==> src/rtl/regfile_wport_arbiter_if.sv <==
// regfile_wport_arbiter_if: write-port arbiter bus (pipeline A, queued B, rf write, hazard query)
interface regfile_wport_arbiter_if #(
    parameter int DEPTH  = 4,
    parameter int ADDR_W = 5,
    parameter int DATA_W = 32
);
    logic                       a_wr;
    logic [ADDR_W-1:0]          a_addr;
    logic [DATA_W-1:0]          a_data;
    logic                       b_valid;
    logic [ADDR_W-1:0]          b_addr;
    logic [DATA_W-1:0]          b_data;
    logic                       b_ready;
    logic                       rf_wr;
    logic [ADDR_W-1:0]          rf_addr;
    logic [DATA_W-1:0]          rf_data;
    logic [ADDR_W-1:0]          pend_addr;
    logic                       pend_hit;
    logic                       stall_req;
    logic [$clog2(DEPTH):0]     q_count;

    modport master (
        output a_wr, a_addr, a_data, b_valid, b_addr, b_data, pend_addr,
        input  b_ready, rf_wr, rf_addr, rf_data, pend_hit, stall_req, q_count
    );

    modport slave (
        input  a_wr, a_addr, a_data, b_valid, b_addr, b_data, pend_addr,
        output b_ready, rf_wr, rf_addr, rf_data, pend_hit, stall_req, q_count
    );
endinterface

==> src/rtl/regfile_wport_arbiter.sv <==
// regfile_wport_arbiter: shares one register-file write port between pipeline A and a queued B path
module regfile_wport_arbiter #(
    parameter int DEPTH  = 4,
    parameter int STARVE = 8,
    parameter int ADDR_W = 5,
    parameter int DATA_W = 32
) (
    input logic                    i_clk,
    input logic                    i_rst_n,
    regfile_wport_arbiter_if.slave bus
);
    localparam int PW = $clog2(DEPTH);
    localparam int CW = PW + 1;
    localparam int WW = $clog2(STARVE + 1);

    logic [ADDR_W-1:0] r_qaddr [DEPTH];
    logic [DATA_W-1:0] r_qdata [DEPTH];
    logic [DEPTH-1:0]  r_qvld;
    logic [PW-1:0]     r_wp;
    logic [PW-1:0]     r_rp;
    logic [CW-1:0]     r_count;
    logic [WW-1:0]     r_wait;
    logic              r_rf_wr;
    logic [ADDR_W-1:0] r_rf_addr;
    logic [DATA_W-1:0] r_rf_data;
    logic              r_stall;

    logic              w_a_eff;
    logic              w_push;
    logic              w_pop;
    logic [CW-1:0]     w_count_nxt;
    logic [WW-1:0]     w_wait_nxt;
    logic [DEPTH-1:0]  w_match;
    logic [DEPTH-1:0]  w_vld_nxt;

    assign w_a_eff     = bus.a_wr && (bus.a_addr != '0);
    assign bus.b_ready = r_count != CW'(DEPTH);
    assign w_push      = bus.b_valid && bus.b_ready && (bus.b_addr != '0);
    assign w_pop       = !w_a_eff && (r_count != '0);
    assign w_count_nxt = r_count + CW'(w_push) - CW'(w_pop);
    assign w_wait_nxt  = (w_pop || r_count == '0) ? '0 :
                         (r_wait == WW'(STARVE)) ? r_wait : r_wait + WW'(1);

    // Entries present before this edge are killed by a same-address A write;
    // the slot being pushed at this edge is set afterwards, so the newer B wins.
    for (genvar g = 0; g < DEPTH; g++) begin : g_ent
        assign w_match[g]   = r_qvld[g] && (r_qaddr[g] == bus.pend_addr);
        assign w_vld_nxt[g] = (w_push && r_wp == PW'(g)) ||
                              (r_qvld[g] && !(w_a_eff && r_qaddr[g] == bus.a_addr) &&
                               !(w_pop && r_rp == PW'(g)));
    end

    assign bus.pend_hit  = (bus.pend_addr != '0) && |w_match;
    assign bus.rf_wr     = r_rf_wr;
    assign bus.rf_addr   = r_rf_addr;
    assign bus.rf_data   = r_rf_data;
    assign bus.stall_req = r_stall;
    assign bus.q_count   = r_count;

    // Queue payload storage; validity is tracked separately so it needs no reset.
    always_ff @(posedge i_clk) begin
        if (w_push) begin
            r_qaddr[r_wp] <= bus.b_addr;
            r_qdata[r_wp] <= bus.b_data;
        end
    end

    // Queue control, wait counter, stall and the registered write port.
    always_ff @(posedge i_clk or negedge i_rst_n) begin
        if (!i_rst_n) begin
            r_qvld    <= '0;
            r_wp      <= '0;
            r_rp      <= '0;
            r_count   <= '0;
            r_wait    <= '0;
            r_rf_wr   <= 1'b0;
            r_rf_addr <= '0;
            r_rf_data <= '0;
            r_stall   <= 1'b0;
        end else begin
            r_qvld  <= w_vld_nxt;
            r_wp    <= r_wp + PW'(w_push);
            r_rp    <= r_rp + PW'(w_pop);
            r_count <= w_count_nxt;
            r_wait  <= w_wait_nxt;
            r_stall <= (w_count_nxt == CW'(DEPTH)) || (w_wait_nxt >= WW'(STARVE));
            if (w_a_eff) begin
                r_rf_wr   <= 1'b1;
                r_rf_addr <= bus.a_addr;
                r_rf_data <= bus.a_data;
            end else if (w_pop && r_qvld[r_rp]) begin
                r_rf_wr   <= 1'b1;
                r_rf_addr <= r_qaddr[r_rp];
                r_rf_data <= r_qdata[r_rp];
            end else begin
                r_rf_wr <= 1'b0;
            end
        end
    end
endmodule

==> src/flat_wrapper.sv <==
// flat-port wrapper written by rule: the top's interface ports become plain ports
module regfile_wport_arbiter_flat 
#(
    parameter int DEPTH  = 4,
    parameter int STARVE = 8,
    parameter int ADDR_W = 5,
    parameter int DATA_W = 32
)
  (i_clk, i_rst_n, bus_a_wr, bus_a_addr, bus_a_data, bus_b_valid, bus_b_addr, bus_b_data, bus_pend_addr, bus_b_ready, bus_rf_wr, bus_rf_addr, bus_rf_data, bus_pend_hit, bus_stall_req, bus_q_count);
  regfile_wport_arbiter_if #(.DEPTH(DEPTH), .ADDR_W(ADDR_W), .DATA_W(DATA_W)) bus_i ();
  input logic i_clk;
  input logic i_rst_n;
  input wire logic [$bits(bus_i.a_wr)-1:0] bus_a_wr;
  input wire logic [$bits(bus_i.a_addr)-1:0] bus_a_addr;
  input wire logic [$bits(bus_i.a_data)-1:0] bus_a_data;
  input wire logic [$bits(bus_i.b_valid)-1:0] bus_b_valid;
  input wire logic [$bits(bus_i.b_addr)-1:0] bus_b_addr;
  input wire logic [$bits(bus_i.b_data)-1:0] bus_b_data;
  input wire logic [$bits(bus_i.pend_addr)-1:0] bus_pend_addr;
  output wire logic [$bits(bus_i.b_ready)-1:0] bus_b_ready;
  output wire logic [$bits(bus_i.rf_wr)-1:0] bus_rf_wr;
  output wire logic [$bits(bus_i.rf_addr)-1:0] bus_rf_addr;
  output wire logic [$bits(bus_i.rf_data)-1:0] bus_rf_data;
  output wire logic [$bits(bus_i.pend_hit)-1:0] bus_pend_hit;
  output wire logic [$bits(bus_i.stall_req)-1:0] bus_stall_req;
  output wire logic [$bits(bus_i.q_count)-1:0] bus_q_count;
  assign bus_i.a_wr = bus_a_wr;
  assign bus_i.a_addr = bus_a_addr;
  assign bus_i.a_data = bus_a_data;
  assign bus_i.b_valid = bus_b_valid;
  assign bus_i.b_addr = bus_b_addr;
  assign bus_i.b_data = bus_b_data;
  assign bus_i.pend_addr = bus_pend_addr;
  assign bus_b_ready = bus_i.b_ready;
  assign bus_rf_wr = bus_i.rf_wr;
  assign bus_rf_addr = bus_i.rf_addr;
  assign bus_rf_data = bus_i.rf_data;
  assign bus_pend_hit = bus_i.pend_hit;
  assign bus_stall_req = bus_i.stall_req;
  assign bus_q_count = bus_i.q_count;
  regfile_wport_arbiter #(.DEPTH(DEPTH), .STARVE(STARVE), .ADDR_W(ADDR_W), .DATA_W(DATA_W)) u_core (.i_clk(i_clk), .i_rst_n(i_rst_n), .bus(bus_i));
endmodule
==> config.mk <==
export PLATFORM = sky130hd
export DESIGN_NAME = regfile_wport_arbiter_flat
export DESIGN_NICKNAME = d
export VERILOG_FILES = /design/src/rtl/regfile_wport_arbiter_if.sv /design/src/rtl/regfile_wport_arbiter.sv /design/src/flat_wrapper.sv
export SDC_FILE = /design/constraint.sdc
export NUM_CORES = 1
export LEC_CHECK = 0
export ABC_AREA = 1
export BUFFER_PORTS_ARGS = -buffer_cell sky130_fd_sc_hd__buf_2
export CAP_MARGIN = 20
export CORE_MARGIN = 2
export CORE_UTILIZATION = 61
export CTS_BUF_LIST = sky130_fd_sc_hd__clkbuf_2
export CTS_CLUSTER_SIZE = 24
export DETAILED_ROUTE_END_ITERATION = 10
export PLACE_DENSITY = 0.89
export SLEW_MARGIN = 20
export SYNTH_ARGS = -nofsm -noshare
export SYNTH_HDL_FRONTEND = slang
export SYNTH_SLANG_ARGS = --single-unit
==> constraint.sdc <==
create_clock -name i_clk -period 6 [get_ports i_clk]
set_input_delay 1.2 -clock i_clk [delete_from_list [all_inputs] [get_ports i_clk]]
set_output_delay 1.2 -clock i_clk [all_outputs]
set_load 0.005 [all_outputs]
**Word-level counts from Yosys, hierarchy flattened**

Memories as Yosys holds them, arrays and structs flattened.
Index checks and enable logic that the tools add are counted.

- Bits in registers: 54
- Memory bits (writable): 148
- Input port bits: 83
- Output and inout port bits: 44
- Word-level logic and storage cells: 101
- Memories kept: 2

- $add $sub $neg: 5
- $lt $le $gt $ge: 2
- Eq/ne operators: 17
- Muxes and demuxes: 12
- Reductions and logical operators: 54

Memory list:

| memory | words | width | rd ports | clocked after memory_dff | write ports | line | RTL |
|---|---|---|---|---|---|---|---|
| u_core.r_qdata | 4 | 32 | 1 | 0 | 1 | regfile_wport_arbiter.sv:17 | `logic [DATA_W-1:0] r_qdata [DEPTH];` |
| u_core.r_qaddr | 4 | 5 | 5 | 0 | 1 | regfile_wport_arbiter.sv:16 | `logic [ADDR_W-1:0] r_qaddr [DEPTH];` |

Operators with widths:

| kind | count |
|---|---|
| 32-bit two-way mux | 2 |
| 5-bit == test | 8 |
| 1-bit logical AND | 30 |
| 5-bit nonzero test | 3 |
| 5-bit two-way mux | 2 |
| 1-bit logical NOT | 9 |
| 2-bit == test (second input constant) | 4 |
| 4-bit two-way mux | 2 |
| 1-bit logical OR | 6 |
| 1-bit two-way mux | 5 |
| 2-bit by 1-bit adder with 2-bit output | 2 |
| 4-bit by 1-bit adder with 4-bit output (second input constant) | 1 |
| 2-bit by 1-bit == test with 1-bit output (second input constant) | 2 |
| 4-bit == test (second input constant) | 1 |
| 4-bit greater-or-equal comparator (second input constant) | 1 |
| 2-bit logical NOT | 2 |
| 4-bit OR reduction | 1 |
| 3-bit by 1-bit adder with 3-bit output | 1 |
| 3-bit == test (second input constant) | 1 |
| 3-bit logical NOT | 1 |
| 2-bit by 3-bit < comparator with 1-bit output (second input constant) | 1 |
| 3-bit != test (second input constant) | 1 |
| 3-bit nonzero test | 1 |
| 3-bit by 1-bit subtractor with 3-bit output | 1 |
| other kinds (2) | 2 |

**Longest topological paths before layout**

Gate-level depths: netlist of the first run.

- Depth after elaboration: 8
- Mapped depth: 14
- Mapped depth without buffers: 12

**Worst setup path after synthesis of the first run**

Ideal clock, no wire load.

- Path type: input to register
- Start point: input port bus_a_addr[1]
- End point: register u_core.r_stall (netlist: u_core.bus.stall_req)
- Library setup time: 0.128 ns
- Data arrival time: 3.069 ns
- Data required time: 5.872 ns
- Slack: 2.803 ns
- Cell stages on the path: 14
- Buffers on the path: 2
- Cells stage by stage: buf_2 > nor2_1 > nand3_1 > nand2_2 > inv_2 > buf_2 > a31oi_1 > ha_1 > inv_1 > ha_1 > fa_1 > xor2_1 > nand2_1 > o21ai_0

- Elaborated cells on any way between the ends: 10
- Classes of those cells: add/sub (1); order compare (1); eq/ne (1); mux (1); reduce/logical (6)

RTL lines:

| item | line | RTL |
|---|---|---|
| start: declaration | flat_wrapper.sv:14 | `input wire logic [$bits(bus_i.a_addr)-1:0] bus_a_addr;` |
| 5-bit nonzero test | regfile_wport_arbiter.sv:36 | `assign w_a_eff = bus.a_wr && (bus.a_addr != '0);` |
| 1-bit logical AND | regfile_wport_arbiter.sv:36 |  |
| 1-bit logical NOT | regfile_wport_arbiter.sv:39 | `assign w_pop = !w_a_eff && (r_count != '0);` |
| 1-bit logical AND | regfile_wport_arbiter.sv:39 |  |
| 3-bit by 1-bit subtractor with 3-bit output | regfile_wport_arbiter.sv:40 | `assign w_count_nxt = r_count + CW'(w_push) - CW'(w_pop);` |
| via u_core.w_count_nxt[2] | regfile_wport_arbiter.sv:31 | `logic [CW-1:0] w_count_nxt;` |
| 3-bit == test | regfile_wport_arbiter.sv:86 | `r_stall <= (w_count_nxt == CW'(DEPTH)) \|\| (w_wait_nxt >= WW'(STARVE));` |
| 1-bit logical OR | regfile_wport_arbiter.sv:86 |  |
| end signal: assignment | regfile_wport_arbiter.sv:86 |  |
| end: declaration | regfile_wport_arbiter.sv:26 | `logic r_stall;` |

The timed path passes the listed nets, and every way through them passes these cells.
A chain may end at the register's enable or synchronous reset.

**Worst setup path in the final report of the first run**

- Start point: input port bus_pend_addr[3]
- End point: output port bus_pend_hit

- Cells in the longest elaborated chain, start to end: 4
- Elaborated cells on any way between the ends: 11
- Classes of those cells: eq/ne (4); reduce/logical (7)

RTL lines:

| item | line | RTL |
|---|---|---|
| start: declaration | flat_wrapper.sv:19 | `input wire logic [$bits(bus_i.pend_addr)-1:0] bus_pend_addr;` |
| 5-bit == test | regfile_wport_arbiter.sv:47 | `assign w_match[g] = r_qvld[g] && (r_qaddr[g] == bus.pend_addr);` |
| 1-bit logical AND | regfile_wport_arbiter.sv:47 |  |
| 4-bit OR reduction | regfile_wport_arbiter.sv:53 | `assign bus.pend_hit = (bus.pend_addr != '0) && \|w_match;` |
| 1-bit logical AND * | regfile_wport_arbiter.sv:53 |  |
| end: declaration | flat_wrapper.sv:24 | `output wire logic [$bits(bus_i.pend_hit)-1:0] bus_pend_hit;` |

Mark *: on every way between the ends. The rest lies on a longest branch, timed or not.

==> metrics.md, run 1 <==
| Metric | Value |
|---|---|
| Outcome | `complete, no violations` |
| I/O Buffers | `between 100 and 150` |
| Final #Nets | `1,160` |
| Hold_buf cts | `0` |
| Cells after synthesis | `a little over 900` |
| Drt initial violations | `673` |
| Multiplexer area fraction after synthesis | `0` |
| Ys flop type | `edfxtp_1` |
| Htree depth | `2` |
| Worst-Margin Slew | `1.125 ns` |
| Worst path required time | `between 4 and 5 ns` |
| Asr flop ratio synth | `0.2673` |
| Worst r2r dst | `u_core.bus.rf_data[0]$_DFFE_PN0P_` |
| Clk_skew | `roughly 0.044 ns` |
| Total Neg Setup Slack | `0 ns` |
| CTS Sinks | `around 200` |
| Layout area overhead | `12.37%` |
| Fillers | `~1,100` |
| Maximum clock frequency | `303.8 MHz` |
| R2r startpoint | `u_core.r_rp[1]$_DFF_PN0_` |
| Final ANT Viol Nets | `0` |
| Mapped Area | `between 8000 and 9000 µm²` |
| Die ar. | `about 16,000 µm²` |
| CP arrival | `between 2 and 2.5 ns` |
| Critical Path Start Type | `input port` |
| Proportion of layout cells with a drive suffix above 1 | `0.1962` |
| Clock Tree Buf Depth | `3` |
| Slew HR | `0.2484` |
| Row Count | `44` |
| Non-Filler Instances | `about 1,300` |
| Clock Pin Slew Worst Setup and Hold Paths | `0.11 ns` |
| Post-cts sizing count | `0` |
| Final number of setup-violating endpoints | `0` |
| #FFs+latches synth | `202` |
| Final Cycle Share | `0.5487` |
| Routed wire length | `around 21,000 µm` |
| Post-Synth XOR/XNOR Area | `0.01755` |
| Synth Warn # | `0` |
| RSZ-0062 raised after global routing | `false` |
| Gr usage total | `0.2688` |
| Clock Latency Late Sink | `roughly 0.77 ns` |
| Vias in the first global route | `6,892` |
| Largest family of logic cells by synthesized area | `simple AND/OR/NAND/NOR gates` |
| Final Hold Vio Count | `0` |
| Max Cap Viol | `0` |
| Final slew viol count | `0` |
| Clock root buffer | `clkbuf_2` |
| Avg Inst Size Synth | `a little under 10 µm²` |
| Dpl hpwl | `~13,000 µm` |
| Die X | `125.3 µm` |
| Leading post-synthesis cells by cell area | `edfxtp_1 (49%), nand2_1 (17%), dfrtp_1 (15%), nand3_1 (3.0%), nor2_1 (2.4%)` |
| Worst R2R Setup Slack | `roughly 3.2 ns` |
| Gr ovfl total | `0` |
| Die Ht | `around 130 µm` |
| Routability cong. | `just over 0.9` |
| Worst min-delay path startpoint | `u_core.r_wp[1]$_DFF_PN0_` |
| DRT Pass-1 Iters | `8` |
| Global-route wire length before repair | `between 30,000 and 40,000 µm` |
| Largest net degree at the start of global routing | `84` |
| CTS tree | `done` |
| Postcts setup bufs | `0` |
| Via count | `slightly above 7,000` |
| Max VDD drop | `around 0.28 mV` |
| Worst-path fanout max | `5` |
| Synth top area share | `0.4948` |
| Period minus WS final | `3.292 ns` |
| Total CTS buffers | `47` |
| Pwr/cell area | `~450 nW/µm²` |
| Sequential fraction of the synthesis area | `0.6453` |
| Avg Vias per Cell | `roughly 5.5` |
| Number of synthesized flops with an enable pin | `approximately 150` |
| Initial core utilization | `0.6203` |
| Worst setup EP type | `output pin` |
| Synth Area in Simple Gates | `0.2367` |
| Reg2Reg Depth | `9` |
| Synthesized-area fraction occupied by adder cells | `0.01059` |
| Compound-cell area share of the yosys netlist | `0.04221` |
| Worst hold margin | `approximately 0.51 ns` |
| Min-Delay Endpoint | `u_core.r_wp[1]$_DFF_PN0_` |
| Wire length per cell | `about 16 µm` |
| Synth area leader | `edfxtp_1` |
| Hold Path Stages | `1` |
| Core Footprint | `about 14,000 µm²` |
| Hold Crit Class | `flop to flop` |
| Type of the worst setup path | `input port to output pin` |
| Post-Syn Nets | `approximately 1,000` |
| Netlist cell types | `26` |
| DRC | `0` |
| Pleak | `~0.0048 µW` |
| Inst Count DP | `between 1,000 and 1,500` |
| Initial antenna violation count | `3` |
| I/O pin total | `127` |
## state kept, by name, indices dropped and copies added (netlist names)
signal	flops
u_core.r_qvld	4
u_core.bus.rf_addr	5
u_core.bus.stall_req	1
u_core.r_wp	2
u_core.bus.rf_data	32
u_core.bus.q_count	3
u_core.r_qaddr	20
u_core.r_rp	2
u_core.r_wait	4
u_core.r_qdata	128
u_core.bus.rf_wr	1
## critical path, stage by stage
cell	delay [ns]
buf_2	0.14
inv_1	0.10
nand2_1	0.07
nand2_1	0.05
nor2_1	0.12
nand3_1	0.09
nand2_1	0.09
nor2_1	0.05
nor2_1	0.07
buf_2	0.11
## metrics by stage
step / instance area [µm²] / total power (µW) / util / setup WS [ns]
5_1_grt: 10090 / 4807 / 0.6970 / 2.545
3_3_place_gp: 9656 / 3583 / 0.6669 / 2.430
4_1_cts: 10090 / 4508 / 0.6969 / 2.714
6_report: 10090 / 4514 / 0.6970 / 2.708
2_1_floorplan: 8981 / 3151 / - / 2.803
3_5_place_dp: 9656 / 3641 / 0.6669 / 2.344
## cells by family after synthesis
group                      count (synthesis)
AOI/OAI and AO/OA                         75
xor gates and xnor gates                  18
adders and majority gates                  7
buffers and inverters                     86
DFF                                      202
and+or+nand+nor                          539
## cell usage in the layout, fill, tap and decap left out, drive strengths merged
| cell type | n |
|---|---|
| bufinv | 1 |
| a31oi | 1 |
| xnor2 | 9 |
| diode | 1 |
| ha | 6 |
| a211oi | 1 |
| nand4 | 5 |
| nand3 | 54 |
| a21oi | 38 |
| nor2 | 59 |
| nor3 | 2 |
| buf | 135 |
| nand2 | 418 |
| dfrtp | 54 |
| inv | 41 |
| and2 | 1 |
| clkinv | 17 |
| xor2 | 9 |
| fa | 1 |
| o21ai | 35 |
| edfxtp | 148 |
| clkbuf | 71 |
## where the power goes
part | internal, µW | switching (µW) | total, µW
sequential | 1890 | 179 | 2070
clock | 355 | 522 | 877
combinational | 490 | 1080 | 1570
total | 2740 | 1780 | 4510
## cells in the mapped netlist (2+ instances only)
cell	n
inv_1	40
dfrtp_1	54
ha_1	6
buf_2	21
xor2_1	9
buf_6	7
o21ai_1	6
nor2_1	57
nand4_1	5
nand3_1	54
xnor2_1	9
inv_2	5
o21ai_0	29
nor2_2	2
edfxtp_1	148
nand2_2	2
nand2_1	415
a21oi_1	38
buf_4	7
nor3_1	2
clkbuf_1	6
## layer usage
layer	wire (µm)	track usage	vias to the layer above
met3	1811	0.05734	54
met5	21	0	-
met2	9841	0.4262	386
met4	516	0.1275	4
met1	8814	0.3600	3313
li1	-	-	3335
## how the worst max path moves through the flow
stage	startpoint	endpoint	slack, ns	cells past startpoint
after global placement	bus_a_addr[1]	u_core.bus.stall_req$_DFF_PN0_	2.43	13
after floorplan	bus_a_addr[1]	u_core.bus.stall_req$_DFF_PN0_	2.80	14
after global routing	bus_pend_addr[2]	bus_pend_hit	2.54	9
final	bus_pend_addr[3]	bus_pend_hit	2.71	10
after detailed placement	bus_a_addr[1]	u_core.bus.stall_req$_DFF_PN0_	2.34	13
after CTS	bus_pend_addr[3]	bus_pend_hit	2.71	10
## final cells by class
| type | count | area [µm²] | area share |
|---|---|---|---|
| tap | 184 | 230.2 | 0.02281 |
| antenna | 1 | 2.502 | 0.0002480 |
| inverter | 45 | 168.9 | 0.01674 |
| multi-input combinational | 639 | 2763 | 0.2737 |
| clock inverter | 14 | 78.83 | 0.007811 |
| timing repair buffer | 135 | 698.2 | 0.06918 |
| sequential | 202 | 5796 | 0.5743 |
| clock buffer | 71 | 355.3 | 0.03521 |
Note: power is estimated with default switching activity, not from simulation.
==> run 2: changes to the inputs <==
- ABC_AREA: 1 -> 0
- CORE_UTILIZATION: 61 -> 53
- PLACE_DENSITY: 0.89 -> 0.83
- clock period: 6 -> 2.66 ns (I/O delays scaled with it)
==> metrics.md, run 2 <==
| Metric | Value |
|---|---|
| Min-Delay Endpoint | `u_core.bus.rf_addr[4]$_DFFE_PN0P_` |
| Ys flop type | `edfxtp_1` |
| DRT Pass-1 Iters | `8 (unchanged)` |
| Total CTS buffers | `48 (+2.1%)` |
| Reg2Reg Depth | `10 (+1)` |
| I/O Buffers | `126 (unchanged)` |
| Sequential fraction of design power | `0.457 (-0.002)` |
| Number of synthesized flops with an enable pin | `148 (unchanged)` |
| Non-Filler Instances | `1,041 (-19%)` |
| Routed wire length | `18,980 µm (-9.6%)` |
| Failing checks | `negative setup slack` |
| Cells after synthesis | `533 (-43%)` |
| Compound-cell area share of the yosys netlist | `0.05329 (+0.01108)` |
| Vias in the first global route | `5,830 (-15%)` |
| R2r startpoint | `u_core.bus.q_count[2]$_DFF_PN0_` |
| Final slew viol count | `0 (unchanged)` |
| Asr flop ratio synth | `0.2673 (unchanged)` |
| CTS tree | `done` |
| Die X | `131.2 µm (+4.6%)` |
| Pwr/cell area | `961.2 nW/µm² (+110%)` |
| Avg Vias per Cell | `5.272 (-4.0%)` |
| Synth top area share | `0.5186 (+0.02377)` |
| Largest Register | `u_core.r_qdata` |
| Clock root buffer | `clkbuf_2` |
| Hold Path Stages | `3 (+2)` |
| Logic pwr share | `0.349 (+0.002)` |
| Clock Pin Slew Worst Setup and Hold Paths | `0.12 ns (about the same)` |
| Type of the worst setup path | `flop to output pin` |
| Clock Tree Buf Depth | `3 (unchanged)` |
| Netlist cell types | `41 (+58%)` |
| Max Cap Viol | `0 (unchanged)` |
| Worst min-delay path startpoint | `bus_a_wr` |
| Synthesized-area fraction occupied by adder cells | `0.01110 (+0.0005086)` |
| Slew HR | `0.5448 (+0.2964)` |
| Commonest non-fill, non-tap cell in the layout | `edfxtp_1` |
| #FFs+latches synth | `202 (unchanged)` |
| Multiplexer area fraction after synthesis | `0.1057 (+0.1057)` |
| Reg area | `5798 µm² (about the same)` |
| Routability cong. | `0.9041 (-2.2%)` |
| Maximum clock frequency | `369.6 MHz` |
| Global-route wire length before repair | `30,540 µm (-8.1%)` |
| Inst Count DP | `863 (-28%)` |
| Avg Inst Size Synth | `16.08 µm² (+66%)` |
| Worst path required time | `2.13 ns (-2.67 ns)` |
| Synth area leader | `edfxtp_1` |
| Area of the multi-input gates | `2601 µm² (-5.8%)` |
| Sw Share | `0.3355 (-0.05803)` |
| Leading post-synthesis cells by cell area | `edfxtp_1 (52%), dfrtp_1 (16%), mux4_2 (10%), a31oi_2 (3.2%), xor2_1 (3.2%)` |
| Gr usage total | `0.2282 (-0.04059)` |
| P_sw | `3514 µW (+98%)` |
| Post-Synth XOR/XNOR Area | `0.04701 (+0.02946)` |
| Count leader, synth | `edfxtp_1` |
| Final ANT Viol Nets | `0 (unchanged)` |
| CTS Sinks | `202 (unchanged)` |
| RSZ-0062 raised after global routing | `true` |
| Dpl hpwl | `12,210 µm (-5.1%)` |
| Outcome | `complete, but fails checks` |
| Row Count | `46 (+4.5%)` |
| Worst R2R Setup Slack | `0.37 ns (-2.83 ns)` |
| Power Internal | `6960 µW (+150%)` |
| Worst setup EP type | `output pin` |
| Die Ht | `131.2 µm (+4.6%)` |
| Initial antenna violation count | `1 (-2)` |
| Critical Path Start Type | `flop` |
| Drt initial violations | `356 (-47%)` |
| Final #Nets | `875 (-25%)` |
| Core Footprint | `15,830 µm² (+9.3%)` |
| Worst r2r dst | `u_core.bus.stall_req$_DFF_PN0_` |
| Synth cell count leaders | `edfxtp_1 (148), nand2_1 (71), dfrtp_1 (54)` |
| Largest family of logic cells by synthesized area | `multiplexers` |
| Total Neg Setup Slack | `-0.04565 ns (-0.04565 ns)` |
| Fillers | `1,057 (-3.6%)` |
| Clock power frac | `0.195 (about the same)` |
| Commonest cells after routing, fill and taps aside | `edfxtp_1 (148), buf_2 (126), clkbuf_2 (76)` |
| Clock Latency Late Sink | `0.77 ns (about the same)` |
| Synth Warn # | `0 (unchanged)` |
| Final Hold Vio Count | `0 (unchanged)` |
| Synth Area in Simple Gates | `0.07797 (-0.1587)` |
| Largest net degree at the start of global routing | `62 (-26%)` |
| Worst-Margin Slew | `0.6821 ns (-0.4426 ns)` |
| Max FFs per register | `128 (unchanged)` |
| Worst-path fanout max | `2 (-3)` |
| Proportion of layout cells with a drive suffix above 1 | `0.4078 (+0.2116)` |
| Wire length per cell | `18.23 µm (+12%)` |
| DRC | `0 (unchanged)` |
| Final number of setup-violating endpoints | `1 (+1)` |
| CP arrival | `2.17 ns (+0.08 ns)` |
| Post-Syn Nets | `623 (-39%)` |
| Via count | `5,488 (-23%)` |
| Gr ovfl total | `0 (unchanged)` |
| Initial core utilization | `0.5414 (-0.07887)` |
| Final Cycle Share | `1.017` |
| Setup ws final | `-0.04565 ns (-2.754 ns)` |
| Max VDD drop | `0.4618 mV (+65%)` |
| Pleak | `0.004274 µW (-10%)` |
| I/O pin total | `127 (unchanged)` |
| Htree depth | `2 (unchanged)` |
| Hold Crit Class | `input port to flop` |
| Clk_skew | `0.05116 ns (+0.007395 ns)` |
| Layout area overhead | `27.16%` |
| Period minus WS final | `roughly 2.7 ns` |
| Sequential fraction of the synthesis area | `0.6763 (+0.03100)` |
| Die ar. | `17,200 µm² (+9.5%)` |
| Mapped Area | `8569 µm² (-4.6%)` |
==> run 2: cell count changes in the layout (fill, tap and decap cells not counted), sizes merged, moves of 29 or more <==
cell / change
a31oi: +31
a21oi: -37
inv: -33
nand3: -46
dlygate4sd3: +70
nand2: -345
buf: +33
mux4: +38
o21ai: -29
==> run 2: worst max-delay path by stage <==
stage / start / end / slack, ns / cells past startpoint
2_1_floorplan: bus_b_addr[0] / u_core.r_qvld[3]$_DFF_PN0_ / -0.17 / 5
3_3_place_gp: bus_a_addr[3] / u_core.bus.stall_req$_DFF_PN0_ / -0.06 / 11
3_5_place_dp: bus_a_addr[3] / u_core.bus.stall_req$_DFF_PN0_ / -0.14 / 11
4_1_cts: u_core.r_qaddr[3][2]$_DFFE_PP_ / bus_pend_hit / -0.09 / 6
5_1_grt: u_core.r_qaddr[0][2]$_DFFE_PP_ / bus_pend_hit / -0.20 / 6
6_report: u_core.r_qaddr[1][2]$_DFFE_PP_ / bus_pend_hit / -0.05 / 6
==> run 2: power groups by stage <==
| stage | registers (µW) | logic (µW) | clock network [µW] |
|---|---|---|---|
| 4_1_cts | 4780 | 3620 | 2090 |
| 2_1_floorplan | 4720 | 2480 | 0 |
| 5_1_grt | 4880 | 3970 | 2260 |
| 3_3_place_gp | 4800 | 3370 | 0 |
| 3_5_place_dp | 4870 | 3480 | 0 |
| 6_report | 4780 | 3650 | 2040 |
==> run 2: cell type report <==
type | count | area share
Inverter | 7 | 0.002411
Multi-Input combinational cell | 288 | 0.2387
Tap cell | 216 | 0.02480
Sequential cell | 202 | 0.5321
Clock inverter | 13 | 0.007464
Clock buffer | 76 | 0.03491
Antenna cell | 1 | 0.0002296
Timing Repair Buffer | 238 | 0.1594
==> run 2: worst max-delay path, stage by stage (launching register included) <==
cell	delay, ns
edfxtp_1	0.42
xor2_1	0.17
nor4_2	0.36
nand3_1	0.11
nand4_1	0.11
o21a_1	0.13
buf_2	0.11
==> run 2: cell families (layout without fill, tap and decap cells) <==
logic type      Yosys count  in the layout
compound gates           48             48
xor+xnor                 46             46
fa+ha+maj                 7              7
buf+inv                  43            334
flops                   202            202
mux                      43             43
other cells               0              1
simple gates            144            144
==> run 2: metrics by stage <==
step                area [µm²]  power [µW]  hold WS, ns  utilization  setup slack (ns)
global placement          9555        8171       0.5273       0.6037          -0.06049
finish                   10900       10470      0.08454       0.6885          -0.04565
global route             10900       11100      0.05719       0.6885           -0.2005
CTS                      10820       10500      0.01169       0.6837          -0.08686
floorplan                 8631        7198       0.2364            -           -0.1672
detailed placement        9570        8351       0.5391       0.6047           -0.1369
==> run 2: repair_timing <==
action | 4_1_cts | 5_1_grt
resized for setup | 1 | 2
hold buffers | 70 | 0
endpoints found under the hold margin | 234 | 0
pin swaps | 8 | 3
buffers inserted | 11 | 6
endpoints found under the setup margin | 1 | 1
==> run 2: routing by layer <==
layer | routed length [µm] | global-route usage | up-vias | share of wire
met5 | 0 | 0 | - | 0
met4 | 609 | 0.1105 | 0 | 0.032
met3 | 940 | 0.04784 | 42 | 0.050
met2 | 10060 | 0.3962 | 204 | 0.53
met1 | 7373 | 0.2732 | 2705 | 0.39
li1 | - | - | 2537 | -
==> run 3: changes to the inputs <==
- SETUP_SLACK_MARGIN: default -> 0.4
==> metrics.md, run 3 (same netlist as run 2, synthesis figures left out) <==
| Metric | Value |
|---|---|
| Outcome | `complete, but fails checks` |
| Failing checks | `negative setup slack` |
| Proportion of layout cells with a drive suffix above 1 | `0.4095 (+0.001711)` |
| Clock Pin Slew Worst Setup and Hold Paths | `0.10 ns (-0.02 ns)` |
| Largest net degree at the start of global routing | `66 (+6.5%)` |
| Layout area overhead | `26.56%` |
| Wire length per cell | `18.97 µm (+4.0%)` |
| Max FFs per register | `128 (unchanged)` |
| Critical Path Start Type | `flop` |
| Worst setup EP type | `output pin` |
| Max Cap Viol | `0 (unchanged)` |
| R2r startpoint | `u_core.bus.q_count[2]$_DFF_PN0_` |
| Total Power | `10,470 µW (about the same)` |
| DRT Pass-1 Iters | `5 (-3)` |
| Final #Nets | `872 (-0.34%)` |
| Pwr/cell area | `965.6 nW/µm² (+0.45%)` |
| Commonest non-fill, non-tap cell in the layout | `edfxtp_1` |
| CP arrival | `2.27 ns (+0.10 ns)` |
| Drt initial violations | `426 (+20%)` |
| Gr usage total | `0.2316 (+0.003339)` |
| Maximum clock frequency | `357.3 MHz (-3.3%)` |
| Dpl hpwl | `12,210 µm (about the same)` |
| Worst path required time | `2.13 ns (about the same)` |
| CTS Sinks | `202 (unchanged)` |
| Hold Path Stages | `3 (unchanged)` |
| Final number of setup-violating endpoints | `1 (unchanged)` |
| Initial antenna violation count | `2 (+1)` |
| Routed wire length | `19,750 µm (+4.0%)` |
| Global-route wire length before repair | `31,230 µm (+2.3%)` |
| Core Footprint | `15,830 µm² (unchanged)` |
| Worst r2r dst | `u_core.bus.stall_req$_DFF_PN0_` |
| Pleak | `0.004258 µW (-0.38%)` |
| Reg2Reg Depth | `10 (unchanged)` |
| Hold Crit Class | `input port to flop` |
| Final slew viol count | `0 (unchanged)` |
| Worst-path fanout max | `3 (+1)` |
| Placed instance area | `9543 µm² (-0.29%)` |
| Row Count | `46 (unchanged)` |
| Htree depth | `2 (unchanged)` |
| Die X | `131.2 µm (unchanged)` |
| Avg Vias per Cell | `5.260 (-0.22%)` |
| Type of the worst setup path | `flop to output pin` |
| Worst min-delay path startpoint | `bus_a_wr` |
| CTS tree | `done` |
| Routability cong. | `0.8356 (-7.6%)` |
| Initial core utilization | `0.5414 (unchanged)` |
| Max VDD drop | `0.4668 mV (+1.1%)` |
| Gr ovfl total | `0 (unchanged)` |
| Final Cycle Share | `1.052 (+0.03510)` |
| Clock Tree Buf Depth | `3 (unchanged)` |
| Setup ws final | `-0.1390 ns (-0.09337 ns)` |
| DRC | `0 (unchanged)` |
| Worst R2R Setup Slack | `0.51 ns (+0.14 ns)` |
| Worst-Margin Slew | `0.7794 ns (+0.09732 ns)` |
| Die Ht | `131.2 µm (unchanged)` |
| Clock Latency Late Sink | `0.77 ns (about the same)` |
| Finished Cell Area | `10,850 µm² (-0.47%)` |
| Total CTS buffers | `50 (+4.2%)` |
| Final Hold Vio Count | `0 (unchanged)` |
| Commonest cells after routing, fill and taps aside | `edfxtp_1 (148), buf_2 (126), clkbuf_2 (80)` |
| Via count | `5,476 (-0.22%)` |
| I/O Buffers | `126 (unchanged)` |
| Min-Delay Endpoint | `u_core.bus.rf_addr[3]$_DFFE_PN0P_` |
| Final ANT Viol Nets | `0 (unchanged)` |
| Vias in the first global route | `6,037 (+3.6%)` |
| Slew HR | `0.4804 (-0.06439)` |
| Period minus WS final | `2.799 ns (+0.09337 ns)` |
| RSZ-0062 raised after global routing | `true` |
| Clk_skew | `0.03716 ns (-0.01400 ns)` |
| Clock root buffer | `clkbuf_2` |
| Die ar. | `17,200 µm² (unchanged)` |
| I/O pin total | `127 (unchanged)` |
| Largest Register | `u_core.r_qdata` |
[run 3: cell types whose count changed in the layout (fill, tap and decap cells not counted), moves of 2 or more]
cell and change:
buf_4 -3, buf_8 -2, dfrtp_2 +2, dfrtp_1 -2, clkbuf_2 +4
[run 3: through the flow]
stage	instances	hold slack [ns]	TNS (ns)	setup WS, ns	utilization
floorplan	533	0.2364	-0.1638	-0.1506	-
global placement	862	0.5274	-0.07079	-0.07079	0.6029
detailed placement	862	0.5388	-0.1243	-0.1243	0.6029
CTS	1034	0.01073	-0.1905	-0.1905	0.6822
global route	1041	0.04426	-0.2899	-0.2899	0.6852
finish	1041	0.1072	-0.1390	-0.1390	0.6852
[run 3: timing repair]
item	4_1_cts	5_1_grt
setup endpoints to repair	76	2
hold buffers	69	1
resized for setup	3	2
pin swaps	8	5
hold endpoints to repair	205	1
buffers inserted	10	4
cloned	0	0
[run 3: worst max path at each step]
stage                                              start                              to  slack, ns  cells after the start
after floorplan                            bus_a_addr[3]  u_core.bus.stall_req$_DFF_PN0_      -0.15                     12
after global placement                     bus_a_addr[3]  u_core.bus.stall_req$_DFF_PN0_      -0.07                     11
after detailed placement                   bus_a_addr[3]  u_core.bus.stall_req$_DFF_PN0_      -0.12                     11
after CTS                 u_core.r_qaddr[2][1]$_DFFE_PP_                    bus_pend_hit      -0.19                      6
after global routing      u_core.r_qaddr[2][3]$_DFFE_PP_                    bus_pend_hit      -0.29                      6
final                     u_core.r_qaddr[3][3]$_DFFE_PP_                    bus_pend_hit      -0.14                      6
[run 3: where the power goes]
group          internal, µW  switching [µW]  leakage (µW)
Sequential             4290             468       0.00199
Clock                   798            1220      0.000365
Combinational          1820            1880       0.00191
[run 3: layout make-up]
| cell class | count | area [µm²] |
|---|---|---|
| multi-input cells | 288 | 2601 |
| repair buffers | 233 | 1684 |
| flip-flops and latches | 202 | 5801 |
| fillers | 1086 | 4982 |
| well taps | 216 | 270.3 |
| diodes | 2 | 5.005 |
| inverters | 7 | 26.28 |
| clock inverters | 13 | 57.56 |
| clock buffers | 80 | 400.4 |
[run 3: metal layers]
metal	up-vias	GRT usage	routed length [µm]
met2	199	0.4067	10150
met1	2703	0.2819	8064
met5	-	0	0
met4	0	0.09541	520
li1	2536	-	-
met3	38	0.04630	1009
[run 3: worst max-delay path, cell delays in order, from the launching register on]
cell,delay [ns]
edfxtp_1,0.49
xor2_1,0.20
nor4_1,0.33
nand3_1,0.12
nand4_1,0.16
o21a_1,0.13
buf_2,0.10
